--- src/rtl/bf16_acc.sv ---
// Streaming BF16 dot-product accumulator: one element per 3 cycles (ACC/ADD/NORM),
// result held in OUT until the downstream handshake, which clears the accumulator.
module bf16_acc #(
  parameter int CNT_W = 8
) (
  input  logic             clk,
  input  logic             rst,
  input  logic             i_valid,
  output logic             i_ready,
  input  logic [15:0]      i_p,
  input  logic             i_last,
  output logic             o_valid,
  input  logic             o_ready,
  output logic [15:0]      o_sum,
  output logic [CNT_W-1:0] o_count,
  output logic             o_sat
);

  typedef enum logic [1:0] {ACC, ADD, NORM, OUT} state_t;

  state_t            state, state_nxt;
  logic [15:0]       op;
  logic              last_r;
  logic              acc_sign;
  logic [7:0]        acc_exp;
  logic [15:0]       acc_man;
  logic [CNT_W-1:0]  count;
  logic              sat;

  logic              op_sign;
  logic [7:0]        op_exp;
  logic [15:0]       op_man;
  logic              op_big;
  logic              big_sign;
  logic [7:0]        big_exp, small_exp, diff;
  logic [15:0]       big_man, small_man, small_sh, dif16;
  logic [16:0]       sum17;
  logic              add_sign, add_sat;
  logic [7:0]        add_exp;
  logic [15:0]       add_man;
  logic [4:0]        lzc;
  logic signed [9:0] norm_exp;
  logic [15:0]       norm_man;
  logic              norm_zero;

  assign i_ready = (state == ACC);
  assign o_count = count;
  assign o_sat   = sat;

  always_comb begin
    state_nxt = state;
    case (state)
      ACC:     if (i_valid) state_nxt = ADD;
      ADD:     state_nxt = NORM;
      NORM:    state_nxt = last_r ? OUT : ACC;
      OUT:     if (o_valid && o_ready) state_nxt = ACC;
      default: state_nxt = ACC;
    endcase
  end

  // Align-and-add: operand order chosen by magnitude so subtraction never underflows.
  always_comb begin
    op_sign   = op[15];
    op_exp    = op[14:7];
    op_man    = {1'b1, op[6:0], 8'b0};
    op_big    = (op_exp > acc_exp) || ((op_exp == acc_exp) && (op_man > acc_man));
    big_sign  = op_big ? op_sign : acc_sign;
    big_exp   = op_big ? op_exp  : acc_exp;
    big_man   = op_big ? op_man  : acc_man;
    small_exp = op_big ? acc_exp : op_exp;
    small_man = op_big ? acc_man : op_man;
    diff      = big_exp - small_exp;
    small_sh  = (diff >= 8'd16) ? 16'h0 : (small_man >> diff[3:0]);
    sum17     = {1'b0, big_man} + {1'b0, small_sh};
    dif16     = big_man - small_sh;
    add_sign  = big_sign;
    add_exp   = big_exp;
    add_man   = sum17[15:0];
    add_sat   = 1'b0;
    if (acc_sign == op_sign) begin
      if (sum17[16]) begin
        add_man = sum17[16:1];
        add_exp = big_exp + 8'd1;
        add_sat = (big_exp == 8'hFE);
      end
    end else begin
      add_man = dif16;
      if (dif16 == 16'h0) begin
        add_sign = 1'b0;
        add_exp  = 8'h00;
      end
    end
  end

  always_comb begin
    lzc = 5'd16;
    for (int i = 0; i < 16; i++) begin
      if (acc_man[i]) lzc = 5'(15 - i);
    end
    norm_exp  = $signed({2'b00, acc_exp}) - $signed({5'b00000, lzc});
    norm_man  = acc_man << lzc;
    norm_zero = (acc_man == 16'h0) || (norm_exp <= 10'sd0);
  end

  always_ff @(posedge clk or posedge rst) begin
    if (rst) begin
      state    <= ACC;
      op       <= 16'h0;
      last_r   <= 1'b0;
      acc_sign <= 1'b0;
      acc_exp  <= 8'h0;
      acc_man  <= 16'h0;
      count    <= '0;
      sat      <= 1'b0;
      o_valid  <= 1'b0;
      o_sum    <= 16'h0;
    end else begin
      state <= state_nxt;
      case (state)
        ACC: if (i_valid) begin
          op     <= i_p;
          last_r <= i_last;
          if (count != '1) count <= count + {{(CNT_W-1){1'b0}}, 1'b1};
        end
        ADD: if (!sat && op_exp != 8'h00) begin
          if (op_exp == 8'hFF || add_sat) begin
            sat      <= 1'b1;
            acc_sign <= (op_exp == 8'hFF) ? op_sign : add_sign;
            acc_exp  <= 8'hFF;
            acc_man  <= 16'hFFFF;
          end else begin
            acc_sign <= add_sign;
            acc_exp  <= add_exp;
            acc_man  <= add_man;
          end
        end
        NORM: if (!sat) begin
          if (norm_zero) begin
            acc_sign <= 1'b0;
            acc_exp  <= 8'h00;
            acc_man  <= 16'h0;
          end else begin
            acc_exp <= norm_exp[7:0];
            acc_man <= norm_man;
          end
        end
        OUT: begin
          // First OUT cycle registers the result; o_valid rises on the following edge.
          if (!o_valid) begin
            o_valid <= 1'b1;
            o_sum   <= sat ? {acc_sign, 8'hFF, 7'h7F} : {acc_sign, acc_exp, acc_man[14:8]};
          end else if (o_ready) begin
            o_valid  <= 1'b0;
            op       <= 16'h0;
            last_r   <= 1'b0;
            acc_sign <= 1'b0;
            acc_exp  <= 8'h00;
            acc_man  <= 16'h0;
            count    <= '0;
            sat      <= 1'b0;
          end
        end
        default: ;
      endcase
    end
  end

endmodule

--- config.mk ---
export PLATFORM = sky130hd
export DESIGN_NAME = bf16_acc
export DESIGN_NICKNAME = d
export VERILOG_FILES = /design/src/rtl/bf16_acc.sv
export SDC_FILE = /design/constraint.sdc
export NUM_CORES = 1
export LEC_CHECK = 0
export BUFFER_PORTS_ARGS = -buffer_cell sky130_fd_sc_hd__buf_2
export CAP_MARGIN = 20
export CORE_MARGIN = 2
export CORE_UTILIZATION = 41
export CTS_BUF_LIST = sky130_fd_sc_hd__clkbuf_8
export CTS_CLUSTER_DIAMETER = 60
export DETAILED_ROUTE_END_ITERATION = 7
export GPL_TIMING_DRIVEN = 0
export SLEW_MARGIN = 15
export SYNTH_ARGS = -nofsm -noshare
export SYNTH_HDL_FRONTEND = slang
export SYNTH_SLANG_ARGS = --single-unit
--- constraint.sdc ---
create_clock -name clk -period 15.1 [get_ports clk]
set_input_delay 3.02 -clock clk [delete_from_list [all_inputs] [get_ports clk]]
set_output_delay 3.02 -clock clk [all_outputs]
set_load 0.01 [all_outputs]
==> metrics, run 1 <==
setup TNS=0 ns; CTS buffer count=9; commonest cells in the netlist=nand2_1 (95), o21ai_0 (94), nor2_1 (90); gpl congestion=0.9462; Max-Cap Viols=0; register area share after synthesis=a little over a fifth; Post-Synthesis Cells=approximately 1,100; number of H-tree levels=3; Mapped Avg Cell Area=around 7.7 sq um; Area growth syn-to-layout=9.803%; crit start category=register; critical path required time=15.37 ns; M2 GR Usage=40.33%; largest net degree at the start of global routing=54; cell taking the most area after synthesis=dfrtp_1; IO Port Bufs=47; WP data arrival=a little over 9 ns; Nets=between 1,000 and 1,500; ANT cells=0; Critical Path Fanout Max=10; clock sink count=70; unique cell type count in the Yosys netlist=80; gr busiest metal=met2; DIE WIDTH=about 140 um; Final Hold Fails=0; Hold/Removal Path Class=register to register; status=complete, no violations; register area=about 1800 sq um; Synth Register Bits=70; Routed WL=26,800 um; initial antenna violation count=0; Vias=approximately 8,400; CTS root buffer=clkbuf_8; Final Skew=0.01556 ns; Synth area leaders=dfrtp_1 (22%), ha_1 (8.5%), mux2i_1 (6.7%), o21ai_0 (5.8%), nand2_1 (4.4%); met1 Use GR=just under 40%; RSZ-0062 raised after global routing=no; Residual DRC=0; clk_lat worst skew=around 0.39 ns; # hold bufs at CTS=0; number of global-route vias before repair=between 7,000 and 8,000; Tcrit/Tclk final=about three fifths; IO Count=48; asr flop ratio synth=100.0%; final count of pins violating max slew=0; Worst path max stage delay=approximately 0.76 ns; post-CTS setup buffer count=0; Longest Clk Path Bufs=2; remaining antenna violation count=0; Mapped Nets=~1,100; starting density of the core=a little over two fifths; CP max-delay cell=nor4b_2; slew at the pin closest to its max-slew limit=0.9924 ns; top cell type's share of synthesized area=between 20 and 25%; Die Y=144.7 um; Filler cells=between 2,000 and 2,500; most common cell in the netlist=nand2_1; clk slew on worst S/H paths=roughly 0.09 ns; # rows=between 50 and 60; post-DP HPWL=approximately 21,000 um; via-per-instance ratio=about 6.0; post-DR wirelength/cell=19.36 um; Slew HR=33.84%; Post-synth EDFFs=0; main flop type after synthesis=dfrtp_1; first-pass GRT wire length=around 43,000 um; drt initial violations=around 740; Syn Std Cell Area=roughly 8100 sq um; GRT overflow=0; met3 Track Usage GR=about 4.8%; Ys Warns=0; DRT Pass-1 Iters=5; CTS tree=yes; crit path capture type=register; multi-input combinational cell area=about 5900 sq um; min cycle time layout=a little under 9 ns; Setup Viol. Count Final=0; core area=19,460 sq um; layout cells sized above 1=10.10%; Setup CP Type=register to register; DIE AREA=approximately 21,000 sq um; achievable frequency=112.7 MHz; GRT Util Overall=approximately a quarter; post-CTS sizing=0
final timing paths:
path	startpoint	end	slack [ns]	cells past startpoint
hold reg to reg	o_sum[0]	o_sum[0]	0.48	2
min in group asynchronous	rst	acc_man[12]	2.59	2
setup / recovery	acc_man[11]	acc_exp[4]	6.23	29
setup reg to reg	acc_man[11]	acc_exp[4]	6.23	29
hold / removal	o_sum[0]	o_sum[0]	0.48	2
max in group asynchronous	rst	op[1]	11.94	3
per-stage QoR:
stage               std cells  area [sq um]  setup WS, ns  hold slack (ns)  util, %
finish                   1384          8914         6.229           0.4796    45.80
global route             1384          8914         5.729           0.5174    45.80
floorplan                1054          8118         8.462           0.4805        -
global placement         1366          8685         6.221           0.4586    44.62
detailed placement       1367          8715         6.276           0.4654    44.78
CTS                      1383          8901         6.209           0.4862    45.73
cell type report:
type                    instances  share of cell area [%]
inverters                      49                   2.092
clock buffers                   9                   1.390
plain buffers                  80                   3.650
clock inverters                 7                  0.7019
multi-input cells             855                   65.79
flip-flops and latches         70                   19.65
well taps                     265                   3.720
repair buffers                 49                   3.004
layout by cell type, fill, tap and decap left out, drive strengths merged, types with 13 or more instances in the layout:
master,Yosys,layout
a211oi,25,25
dfrtp,70,70
ha,55,55
and3,18,18
o21ai,94,94
or3,13,13
buf,15,63
nor2,92,92
inv,48,53
nand3,23,23
a22o,19,19
nand2,95,95
nand2b,24,24
xnor2,26,26
a21oi,64,64
nor2b,16,16
nor3,26,26
clkbuf,65,75
mux2i,54,54
nor4,16,16
routing by layer:
| layer | vias up | wire (um) |
|---|---|---|
| met4 | 0 | 476 |
| met2 | 327 | 11680 |
| met1 | 3998 | 12710 |
| li1 | 3996 | - |
| met3 | 29 | 1929 |
| met5 | - | 0 |
state kept, by name (all words and copies together), names as in the netlist:
name	count
acc_man	16
o_sum	16
op	16
acc_exp	8
o_count	8
state	2
acc_sign	1
last_r	1
o_sat	1
o_valid	1
cell families after synthesis:
logic type      share of synthesized area (%)
simple gates                            23.29
compound gates                          25.71
buf+inv                                 6.273
mux                                     10.27
flops                                   21.58
fa+ha+maj                               9.217
xor+xnor                                3.668
worst max-delay path: cells and delay by family, from the launching register on:
kind                     cells  cell delay, ns
flip-flops                   1            0.33
multiplexers                 2            0.66
AND/OR/NAND/NOR              8            2.55
XOR/XNOR                     1            0.16
AO/OA/AOI/OAI                9            2.22
adder cells (fa/ha/maj)      3            1.02
buffers and inverters        6            1.80
Power of run 1 is not shown: default switching activity piles up to over one toggle a cycle in this logic, so the estimate is an artifact.
==> inputs of run 2 (changes only) <==
==> constraint.sdc (replaced) <==
create_clock -name clk -period 9.15 [get_ports clk]
set_input_delay 1.83 -clock clk [delete_from_list [all_inputs] [get_ports clk]]
set_output_delay 1.83 -clock clk [all_outputs]
set_load 0.01 [all_outputs]
==> metrics, run 2 (synthesis gave the netlist of run 1 again) <==
Slew HR=between 30% and 40%; Hold/Removal Path Class=register to register; hold path depth=2; final count of pins violating max slew=0; RSZ-0062 raised after global routing=no; WHS Endpoint=o_sum[0]; Metal-1 WL=around 13,000 um; CTS root buffer=clkbuf_8; met3 routed WL=~2000 um; ANT cells=0; setup TNS=0 ns; Vias=about 8,400; Critical Path Fanout Max=10; GRT overflow=0; clk_lat worst skew=slightly below 0.4 ns; drt initial violations=748; most frequent cells in the layout=nand2_1 (95), o21ai_0 (94), nor2_1 (90); IO Count=48; slew at the pin closest to its max-slew limit=about 1 ns; gpl congestion=between 0.9 and 1; core area=19,460 sq um; DIE AREA=approximately 21,000 sq um; Nets=1,193; Setup Viol. Count Final=0; starting density of the core=a little over two fifths; routed wl met2=~12,000 um; most common cell after layout, fill and taps aside=nand2_1; CTS buffer count=9; Routed WL=approximately 27,000 um; crit path capture type=register; Setup CP Type=register to register; Largest regs=acc_man (16), o_sum (16), op (16); capture point of the worst reg-to-reg path=acc_exp[4]; min cycle time layout=8.656 ns; crit start category=register; largest net degree at the start of global routing=54; reg-to-reg setup timing slack=slightly below 0.5 ns; Worst Hold Launch=o_sum[0]; Max-Cap Viols=0; DRT Pass-1 Iters=5; CTS tree=yes; # hold bufs at CTS=0; remaining antenna violation count=0; status=complete, no violations; achievable frequency=~120 MHz; # rows=51; critical path required time=about 9.4 ns; post-DP HPWL=about 21,000 um; FF-to-FF Start=acc_man[11]; Longest Clk Path Bufs=2; WP data arrival=roughly 9 ns; Reg2Reg Depth=29; Final Hold Fails=0; number of global-route vias before repair=~7,800; Final Skew=~0.016 ns; first-pass GRT wire length=between 40,000 and 50,000 um; CP max-delay cell=nor4_1; clk slew on worst S/H paths=about 0.09 ns; Tcrit/Tclk final=94.60%; via-per-instance ratio=6.048; layout cells sized above 1=around 10%; Worst path max stage delay=0.65 ns; Area growth syn-to-layout=10.06%; DIE WIDTH=~140 um; post-DR wirelength/cell=~19 um; initial antenna violation count=0; IO Port Bufs=47; Die Y=about 140 um; number of H-tree levels=3; GRT Util Overall=roughly a quarter; Top Metal Used=met4; Residual DRC=0; clock sink count=70
==> run 2: worst max-delay path, delay by kind of cell (launching register included) <==
family                     cells  cell delay [ns]
AOI/OAI and AO/OA              9             2.25
xor gates and xnor gates       1             0.16
buffers and inverters          6             1.79
and+or+nand+nor                8             2.32
muxes                          2             0.65
adders and majority gates      3             1.02
DFF                            1             0.33
==> run 2: worst max-delay path by stage <==
stage	slack [ns]	endpoint	startpoint	depth (start not counted)
after floorplan	2.51	acc_exp[4]	acc_exp[7]	29
after global placement	0.27	acc_man[12]	acc_exp[3]	25
after detailed placement	0.33	acc_man[12]	acc_exp[3]	25
after CTS	0.26	acc_man[12]	acc_exp[3]	25
after global routing	0.03	acc_man[10]	acc_exp[3]	27
final	0.49	acc_exp[4]	acc_man[11]	29
==> run 2: routing by layer <==
layer,vias to the layer above,track usage (%)
met5,-,0
met4,0,6.643
met3,31,4.804
met2,320,40.33
met1,4028,38.81
li1,3991,-
==> run 2: cell type report <==
| cell class | instances | area, sq um |
|---|---|---|
| clock inverter | 7 | 62.56 |
| sequential | 70 | 1752 |
| buffer | 80 | 326.6 |
| timing repair buffer | 49 | 267.8 |
| clock buffer | 9 | 123.9 |
| multi-input combinational | 855 | 5884 |
| tap | 265 | 331.6 |
| inverter | 49 | 186.4 |
| fill | 2009 | 10530 |
==> run 2: metrics by stage <==
step | cells | cell area, sq um | utilization [%] | setup slack, ns | hold slack, ns
floorplan | 1054 | 8118 | - | 2.512 | 0.4805
global placement | 1366 | 8685 | 44.62 | 0.2710 | 0.4586
detailed placement | 1367 | 8715 | 44.78 | 0.3265 | 0.4654
CTS | 1383 | 8901 | 45.73 | 0.2585 | 0.4862
global route | 1384 | 8935 | 45.91 | 0.03216 | 0.5174
finish | 1384 | 8935 | 45.91 | 0.4944 | 0.4797
==> run 2: what timing repair did <==
item | in CTS | in global routing
resized for setup | 0 | 4
setup endpoints to repair | 0 | 13
buffers inserted | 0 | 0
Power of run 2 is left out for the same reason.
